**config.mk**
```make
export PLATFORM = sky130hd
export DESIGN_NAME = sound_ctrl_latch
export DESIGN_NICKNAME = d
export VERILOG_FILES = /design/src/rtl/sound_ctrl_latch.sv
export SDC_FILE = /design/constraint.sdc
export NUM_CORES = 1
export LEC_CHECK = 0
export CAP_MARGIN = 20
export CORE_MARGIN = 4
export CORE_UTILIZATION = 40
export DETAILED_ROUTE_END_ITERATION = 7
export GPL_ROUTABILITY_DRIVEN = 0
export PLACE_DENSITY = 0.68
export SLEW_MARGIN = 20
export SYNTH_ARGS = -nofsm -noshare
export SYNTH_HDL_FRONTEND = slang
export SYNTH_SLANG_ARGS = --single-unit
```
**constraint.sdc**
```tcl
create_clock -name clk -period 2.1 [get_ports clk]
set_clock_uncertainty 0.2 [all_clocks]
set_input_delay 0.63 -clock clk [delete_from_list [all_inputs] [get_ports clk]]
set_output_delay 0.63 -clock clk [all_outputs]
set_load 0.005 [all_outputs]
```
**src/rtl/sound_ctrl_latch.sv**
```systemverilog
// sound_ctrl_latch
//
// Takes 6502 writes to the sound control latch and turns them into the level
// and trigger inputs of the analog sound mixer. Battlezone uses the latch at
// BZ_ADDR. Red Baron uses the crash/shot latch at RB_ADDR. The two trigger
// bits (shell, explosion) are stretched so that they stay high for at least
// STRETCH_TICKS ticks of the 12 kHz noise clock. Without this, the noise
// sources could miss a short CPU pulse.
//
// Ports
//   clk            in   system clock
//   rst_n          in   asynchronous active-low reset
//   clk_3MHz_en    in   CPU bus qualifier; bus inputs are sampled only when 1
//   clk_12KHz_en   in   noise-source tick, drives the strobe stretchers
//   mod_redbaron   in   0 = Battlezone decode, 1 = Red Baron decode
//   cpu_addr[15:0] in   CPU address
//   cpu_dout[7:0]  in   CPU write data
//   cpu_we         in   CPU write strobe (level)
//   sound_enable   out  master analog enable
//   motor_en       out  engine on (Battlezone)
//   engine_rev_en  out  engine high-rev select (Battlezone)
//   shell_ls       out  shell trigger, stretched
//   shell_en       out  shell / shot noise enable
//   explo_ls       out  explosion trigger, stretched (Battlezone)
//   explo_en       out  explosion enable (Battlezone)
//   crsh[3:0]      out  crash amplitude (Red Baron)
//   latch_q[7:0]   out  last byte accepted into the active latch
module sound_ctrl_latch #(
  parameter logic [15:0] BZ_ADDR       = 16'h1840,
  parameter logic [15:0] RB_ADDR       = 16'h1808,
  parameter int unsigned STRETCH_TICKS = 2
) (
  input  logic        clk,
  input  logic        rst_n,
  input  logic        clk_3MHz_en,
  input  logic        clk_12KHz_en,
  input  logic        mod_redbaron,
  input  logic [15:0] cpu_addr,
  input  logic [7:0]  cpu_dout,
  input  logic        cpu_we,
  output logic        sound_enable,
  output logic        motor_en,
  output logic        engine_rev_en,
  output logic        shell_ls,
  output logic        shell_en,
  output logic        explo_ls,
  output logic        explo_en,
  output logic [3:0]  crsh,
  output logic [7:0]  latch_q
);

  localparam logic [3:0] RELOAD = 4'(STRETCH_TICKS - 1);

  // Stretcher index: 0 = explosion, 1 = shell
  localparam int EXPLO = 0;
  localparam int SHELL = 1;

  typedef enum logic [1:0] {ST_IDLE, ST_ARMED, ST_HOLD} st_e;

  logic       mode_q;
  logic       we_prev_q;
  logic [7:0] byte_q;
  logic       sound_enable_q;
  logic       motor_en_q;
  logic       engine_rev_en_q;
  logic       shell_en_q;
  logic       explo_en_q;
  logic [3:0] crsh_q;

  logic [1:0] req_q;
  logic [1:0] req_d;
  logic [1:0] rise;
  st_e        st_q  [2];
  logic [3:0] cnt_q [2];
  logic [1:0] exp_q;   // minimum stretch elapsed while req was still high
  logic [1:0] out_q;

  logic addr_hit;
  logic mode_chg;
  logic wr_acc;

  assign addr_hit = (cpu_addr == (mod_redbaron ? RB_ADDR : BZ_ADDR));
  assign mode_chg = (mod_redbaron != mode_q);
  // The edge detector only advances on bus-qualified cycles. A write that is
  // held over several enables is therefore seen once.
  assign wr_acc   = clk_3MHz_en & cpu_we & ~we_prev_q & addr_hit & ~mode_chg;

  // Trigger request levels after this cycle's write. Red Baron has no
  // stretched triggers.
  always_comb begin
    req_d = req_q;
    if (wr_acc) begin
      req_d[EXPLO] = ~mod_redbaron & cpu_dout[0];
      req_d[SHELL] = ~mod_redbaron & cpu_dout[2];
    end
    rise = req_d & ~req_q;
  end

  always_ff @(posedge clk or negedge rst_n) begin
    if (!rst_n) begin
      mode_q          <= 1'b0;
      // Treated as already high, so a cpu_we that is held across reset
      // release does not produce a phantom write.
      we_prev_q       <= 1'b1;
      byte_q          <= 8'h00;
      sound_enable_q  <= 1'b0;
      motor_en_q      <= 1'b0;
      engine_rev_en_q <= 1'b0;
      shell_en_q      <= 1'b0;
      explo_en_q      <= 1'b0;
      crsh_q          <= 4'h0;
      req_q           <= 2'b00;
      exp_q           <= 2'b00;
      out_q           <= 2'b00;
      for (int i = 0; i < 2; i++) begin
        st_q[i]  <= ST_IDLE;
        cnt_q[i] <= 4'h0;
      end
    end else begin
      if (clk_3MHz_en) begin
        we_prev_q <= cpu_we;
      end
      mode_q <= mod_redbaron;

      if (mode_chg) begin
        // A game-mode switch silences everything. A write in the same cycle
        // is dropped.
        byte_q          <= 8'h00;
        sound_enable_q  <= 1'b0;
        motor_en_q      <= 1'b0;
        engine_rev_en_q <= 1'b0;
        shell_en_q      <= 1'b0;
        explo_en_q      <= 1'b0;
        crsh_q          <= 4'h0;
        req_q           <= 2'b00;
        exp_q           <= 2'b00;
        out_q           <= 2'b00;
        for (int i = 0; i < 2; i++) begin
          st_q[i]  <= ST_IDLE;
          cnt_q[i] <= 4'h0;
        end
      end else begin
        if (wr_acc) begin
          byte_q         <= cpu_dout;
          req_q          <= req_d;
          sound_enable_q <= cpu_dout[5];
          if (mod_redbaron) begin
            crsh_q          <= cpu_dout[3:0];
            shell_en_q      <= cpu_dout[4];
            motor_en_q      <= 1'b0;
            engine_rev_en_q <= 1'b0;
            explo_en_q      <= 1'b0;
          end else begin
            crsh_q          <= 4'h0;
            explo_en_q      <= cpu_dout[1];
            shell_en_q      <= cpu_dout[3];
            engine_rev_en_q <= cpu_dout[4];
            motor_en_q      <= cpu_dout[7];
          end
        end

        // Strobe stretchers. A fresh 0->1 request takes priority over a
        // coincident 12 kHz tick.
        for (int i = 0; i < 2; i++) begin
          if (rise[i]) begin
            out_q[i] <= 1'b1;
            exp_q[i] <= 1'b0;
            if (st_q[i] == ST_IDLE) begin
              st_q[i] <= ST_ARMED;
            end else begin
              st_q[i]  <= ST_HOLD;
              cnt_q[i] <= RELOAD;
            end
          end else begin
            case (st_q[i])
              ST_ARMED: begin
                if (clk_12KHz_en) begin
                  st_q[i]  <= ST_HOLD;
                  cnt_q[i] <= RELOAD;
                end
              end
              ST_HOLD: begin
                if (exp_q[i]) begin
                  // Minimum width already met: follow the CPU level down.
                  if (!req_d[i]) begin
                    st_q[i]  <= ST_IDLE;
                    out_q[i] <= 1'b0;
                    exp_q[i] <= 1'b0;
                  end
                end else if (clk_12KHz_en) begin
                  if (cnt_q[i] != 4'h0) begin
                    cnt_q[i] <= cnt_q[i] - 4'h1;
                  end else if (!req_d[i]) begin
                    st_q[i]  <= ST_IDLE;
                    out_q[i] <= 1'b0;
                  end else begin
                    exp_q[i] <= 1'b1;
                  end
                end
              end
              default: ;
            endcase
          end
        end
      end
    end
  end

  assign sound_enable  = sound_enable_q;
  assign motor_en      = motor_en_q;
  assign engine_rev_en = engine_rev_en_q;
  assign shell_ls      = out_q[SHELL];
  assign shell_en      = shell_en_q;
  assign explo_ls      = out_q[EXPLO];
  assign explo_en      = explo_en_q;
  assign crsh          = crsh_q;
  assign latch_q       = byte_q;

endmodule

```
==> summary.txt, run 1 <==
Status
  – Status: finished, violations left
  – Violated checks: setup timing

Route
  – DRT Pass-1 Iters: 4
  – Initial DRC count: 103
  – Routed WL per cell: 15.7 µm
  – DR vias: 2230
  – # DRC: 0
  – DRT antenna net count: 0
  – Vias per cell: 5.30
  – Routed WL: 6630 µm

Clock network
  – CTS clock-pin slew for the worst setup and hold paths: 0.08 ns
  – CTS max path bufs: 2
  – Hold buffers post-CTS: 0
  – H-tree depth: 2
  – CTS tree: built
  – Worst-Skew Late Latency: 0.30 ns
  – Number of buffers created by CTS: 5
  – Num Clock Sinks: 36
  – CTS root buffer: clkbuf_8

GRT
  – First-pass GRT wire length: 11000 µm
  – Vias in the first global route: 2313
  – Gr usage total: 21.6%
  – Antenna violations before repair: 0
  – Grt ovf: 0
  – Pin count of the biggest net entering global routing: 18

Placement
  – Port Buffer Count: 48
  – Pre-CTS setup slack: -0.833 ns
  – HPWL Detailed: 4460 µm
  – Area after DPL: 3190 µm²

STA
  – Post-route clock period utilization: 107%
  – Final hold vios: 0
  – Worst Tran Pin Value: 0.394 ns
  – Max-slew violations: 0
  – Final Critical Period: 2.24 ns
  – Setup WS post-layout: -0.144 ns
  – Setup_tns: -1.15 ns
  – RSZ-0062 raised after global routing: yes
  – Max Freq: 446 MHz
  – Setup Viol. Count Final: 19
  – Max_slew headroom: 73.7%
  – Fin Hold WS: 0.0505 ns

Yosys
  – EDFF count, synth: 0
  – Syn Std Cell Area: 2180 µm²
  – Mapped Nets: 274
  – Avg Cell Area, Syn: 9.33 µm²
  – Prevailing post-synth register cell: dfrtp_1
  – Leading post-synthesis cells by cell area: dfrtp_1, nand2_1, ha_1
  – FFs w/ async S/R, synth: 100%
  – Sequential share of the synthesized area: 41.3%
  – Post-synthesis cell type count: 55
  – Register bit total from synthesis: 36
  – Yosys warning total: 0
  – Synth area leader: dfrtp_1
  – Mapped Cells: 234
  – Synth top area share: 40.1%

Run
  – Max Cap Violations: 0

Pwr
  – PD cells: 563 nW/µm²
  – Switching Share: 34.5%
  – Sequential power share: 38.5%
  – Logic pwr share: 37.7%
  – Pint: 1.40 mW
  – Worst vdd ir: 401 µV
  – Sw power: 737 µW
  – Clock share of power: 23.8%
  – Leakage Power: 1.73 nW

Worst setup path
  – Crit-path max FO: 6
  – Crit path required time: 2.14 ns
  – Worst setup EP type: flop
  – Crit path kind: in -> reg
  – Worst path arrival time: 2.28 ns
  – Worst setup SP type: input port

Layout
  – Final core occ: 72.9%
  – P&R area growth vs syn: 73.9%
  – Final design instance area without fill: 3790 µm²
  – Nets: 390
  – Diodes inserted: 0
  – Layout cells sized above 1: 47.9%

Floorplanning
  – Core area: 5200 µm²
  – Initial Utilization: 41.9%
  – Die Height: 81.9 µm
  – I/O pin total: 49
  – FP Rows: 26
  – Die X: 81.9 µm
  – Die area: 6700 µm²

Worst hold path
  – Worst hold path type: in -> async
registers in the layout, summed over array words and instances, names as in the netlist:
| signal | flops |
|---|---|
| shell_en | 1 |
| latch_q | 8 |
| engine_rev_en | 1 |
| req_q | 2 |
| mode_q | 1 |
| exp_q | 2 |
| explo_en | 1 |
| cnt_q | 8 |
| out_q | 2 |
| st_q | 4 |
| crsh | 4 |
| motor_en | 1 |
| we_prev_q | 1 |
area by class of cell:
class,count,area (µm²)
Inverter,18,67.6
Timing Repair Buffer,119,1100
Clock buffer,5,68.8
Fill cell,380,1410
Sequential cell,36,902
Multi-Input combinational cell,170,1550
Clock inverter,3,18.8
Tap cell,70,87.6
stage by stage:
| stage | std cells | power (mW) |
|---|---|---|
| 4_1_cts | 419 | 2.09 |
| 6_report | 421 | 2.14 |
| 3_5_place_dp | 399 | 1.52 |
| 5_1_grt | 421 | 2.28 |
| 2_1_floorplan | 234 | 1.20 |
| 3_3_place_gp | 399 | 1.50 |
synth_stat cells, types with 2 or more instances:
master    count
a211o_1       2
a21o_1       11
a21oi_1      21
a311oi_1      2
a31oi_1       2
buf_2         3
buf_6         3
clkbuf_1      3
dfrtp_1      35
ha_1         10
inv_1        18
mux2_2        2
mux2i_1       2
nand2_1      39
nand2b_1      3
nand3_1       2
nor2_1       11
nor3_1        3
nor3b_1       3
o211ai_1      4
o21ai_0       9
o21ai_1       2
o21ai_2       4
o21bai_1      3
o41ai_1       2
or2_1         2
or2_2         2
or3_1         4
worst max-delay path, cell delays in order:
cell and delay, ns:
buf_6 0.10, nor4_4 0.31, o2111ai_4 0.22, buf_6 0.19
o21ai_4 0.20, o21ai_4 0.12, or4b_1 0.47, nand2_1 0.07
final timing paths:
kind,from,cells past startpoint,end,slack [ns]
max in group asynchronous,rst_n,2,cnt_q[5],1.14
setup / recovery,cpu_addr[8],8,cnt_q[6],-0.14
min in group clk,latch_q[4],2,latch_q[4],0.34
setup reg to reg,mode_q,7,cnt_q[6],-0.12
hold / removal,rst_n,1,latch_q[0],0.05
hold reg to reg,latch_q[4],2,latch_q[4],0.34
kinds of logic after synthesis:
kind of cell | synth area share [%]
xor+xnor | 0.803
buf+inv | 6.19
fa+ha+maj | 5.73
simple gates | 21.2
compound gates | 22.8
mux | 1.95
flops | 41.3
repair_timing:
item	4_1_cts	5_1_grt
setup buffers	12	3
gates resized for setup	122	43
pin swaps	40	21
setup endpoints to repair	34	35
cloned	1	0
metal layers:
layer	vias to the layer above	routed length (µm)	track usage, %
met1	1084	2900	28.6
met4	0	75	6.31
met2	62	3370	35.5
li1	1075	-	-
met3	9	279	4.71
met5	-	0	0
power groups by stage:
stage | sequential [mW] | clock [mW] | combinational (mW)
after floorplan | 0.817 | 0 | 0.383
after global placement | 0.824 | 0 | 0.679
after detailed placement | 0.828 | 0 | 0.689
after CTS | 0.822 | 0.512 | 0.757
after global routing | 0.833 | 0.557 | 0.891
final | 0.823 | 0.510 | 0.805
layout by cell type (no fill, tap or decap), types with 4 or more instances in the layout:
cell type        instances
a21oi_1                  6
or3_1                    4
dlygate4sd2_1            5
clkdlybuf4s50_1         20
buf_2                    7
buf_12                   4
nand2_4                 14
nand2_2                  6
inv_1                   18
buf_6                   19
a21o_1                  11
nand2_1                 19
o211ai_1                 4
buf_4                   53
dfrtp_1                 35
dlymetal6s2s_1           5
clkdlybuf4s15_1          5
clkbuf_8                 5
a21oi_2                 15
ha_1                    10
o21ai_4                  6
o21ai_1                  5
nor2_1                   9
Power figures use the tool's default switching activity.
==> inputs of run 2 (changes only) <==
Settings changed: CORE_UTILIZATION 40 to 45, PLACE_DENSITY 0.68 to 0.75.
==> run 2 against run 1 <==
Compared with the run above:
- the run still ends with setup timing left
- sequential power is 0.5% higher
- via count is 3.0% lower
- count of clock-buffer cells in the layout stayed put
- routed wire length is 5.4% lower
- non-clock buffer count is 9 lower
- power is 6.4% higher
- critical endpoint unchanged
==> summary.txt, run 2 (same netlist as run 1, synthesis figures left out) <==
Status
  – Status: finished, violations left
  – Violated checks: setup timing

Layout
  – Final core occ: 75.3%
  – # fillers: 330
  – Most frequent cells in the layout: buf_4, dfrtp_1, nand2_1
  – Nets: 381
  – P&R area growth vs syn: 63.0%
  – Layout cells sized above 1: 41.8%
  – Diodes inserted: 0
  – Commonest non-fill, non-tap cell in the layout: buf_4

Floorplanning
  – Die area: 6030 µm²
  – Die Height: 77.6 µm
  – I/O pin total: 49
  – FP Rows: 25
  – Core area: 4720 µm²
  – Die X: 77.6 µm
  – Initial Utilization: 46.2%

Pwr
  – PD cells: 639 nW/µm²
  – Worst vdd ir: 425 µV
  – Leakage Power: 1.55 nW

Worst setup path
  – Crit path from: cpu_addr[7]
  – Critical path cell sequence: buf_6 > nor4_4 > buf_4 > nand4_4 > buf_6 > o21ai_4 > o21ai_4 > or4b_1 > nand2_1
  – Worst setup SP type: input port
  – Crit-path max FO: 4
  – Worst setup EP type: flop
  – Worst reg-to-reg path cell count: 7
  – Largest stage delay on the critical path: 0.50 ns
  – Crit-path slowest cell: or4b_1
  – Crit path kind: in -> reg
  – Worst path arrival time: 2.29 ns
  – Worst R2R Start: mode_q
  – Reg2Reg Setup Slack: -0.11 ns
  – Crit path required time: 2.13 ns
  – Reg-to-reg endpoint: cnt_q[6]

Worst hold path
  – Hold worst-path end: cnt_q[1]
  – Worst hold path type: reg -> reg
  – Min-Delay Path Depth: 2
  – Worst Hold Launch: cnt_q[1]

STA
  – Setup Viol. Count Final: 20
  – Setup_tns: -1.52 ns
  – RSZ-0062 raised after global routing: yes
  – Final Critical Period: 2.25 ns
  – Worst Tran Pin Value: 0.322 ns
  – Max-slew violations: 0
  – Post-route clock period utilization: 107%
  – Final hold vios: 0
  – Max Freq: 444 MHz
  – Setup WS post-layout: -0.152 ns
  – Max_slew headroom: 78.5%

Clock network
  – CTS tree: built
  – CTS max path bufs: 2
  – Num Clock Sinks: 36
  – Hold buffers post-CTS: 0
  – CTS clock-pin slew for the worst setup and hold paths: 0.07 ns
  – H-tree depth: 2
  – CTS root buffer: clkbuf_8
  – Number of buffers created by CTS: 5
  – Worst-Skew Late Latency: 0.30 ns

Route
  – DRT Pass-1 Iters: 5
  – # DRC: 0
  – DRT antenna net count: 0
  – DR vias: 2163
  – Vias per cell: 5.29
  – Routed WL: 6270 µm
  – Routed WL per cell: 15.3 µm
  – Initial DRC count: 117

Placement
  – HPWL Detailed: 4420 µm
  – Port Buffer Count: 48

GRT
  – Antenna violations before repair: 0
  – Vias in the first global route: 2283
  – Pin count of the biggest net entering global routing: 37
  – First-pass GRT wire length: 10500 µm
  – Gr usage total: 21.6%
  – Grt ovf: 0

Run
  – Max Cap Violations: 0
[run 2: cell types whose count changed in the layout (fill, tap and decap cells not counted), sizes merged]
cell | before | now
clkbuf | 5 | 6
clkdlybuf4s50 | 20 | 26
clkinv | 3 | 1
buf | 84 | 72
dlygate4sd2 | 5 | 6
clkinvlp | 0 | 1
dlymetal6s2s | 5 | 0
bufinv | 0 | 1
[run 2: power by group]
part,internal (mW),total [mW],switching (mW)
sequential,0.763,0.827,0.0642
clock,0.351,0.616,0.265
combinational,0.422,0.830,0.408
[run 2: what timing repair did]
action	4_1_cts	5_1_grt
gates cloned	0	0
gates resized for setup	89	25
hold endpoints to repair	0	0
pin swaps	21	18
setup endpoints to repair	34	29
buffers inserted	10	5
[run 2: layer usage]
layer  vias to the layer above  GRT usage [%]  wire [µm]
met3                        13           3.60        203
met5                         -              0          0
li1                       1043              -          -
met4                         0           8.01        106
met1                      1053           26.2       2740
met2                        54           38.3       3220
[run 2: worst max-delay path by stage]
stage,endpoint,depth (start not counted),slack (ns)
after floorplan,cnt_q[6],6,-0.30
after global placement,cnt_q[6],8,-0.77
after detailed placement,cnt_q[3],8,-0.86
after CTS,cnt_q[6],7,-0.11
after global routing,cnt_q[7],10,-0.26
final,cnt_q[6],9,-0.15
[run 2: worst max-delay path: cells and delay by family]
family / cells / cell delay (ns)
compound gates: 2 / 0.28
buf+inv: 3 / 0.42
simple gates: 4 / 0.96
[run 2: cell type report]
cell class	instances	area, µm²	share of cell area (%)
clock buffer	5	68.8	1.93
clock inverter	3	42.5	1.20
inverter	18	67.6	1.90
multi-input combinational	170	1400	39.3
sequential	36	903	25.4
tap	67	83.8	2.36
timing repair buffer	110	993	27.9
[run 2: through the flow]
| stage | hold WS, ns | instances | setup slack [ns] | power, mW | area [µm²] |
|---|---|---|---|---|---|
| after floorplan | 0.134 | 234 | -0.298 | 1.20 | 2270 |
| after global placement | 0.296 | 387 | -0.770 | 1.48 | 3140 |
| after detailed placement | 0.299 | 387 | -0.858 | 1.52 | 3140 |
| after CTS | 0.317 | 404 | -0.113 | 2.20 | 3430 |
| after global routing | 0.343 | 409 | -0.260 | 2.41 | 3560 |
| final | 0.321 | 409 | -0.152 | 2.27 | 3560 |
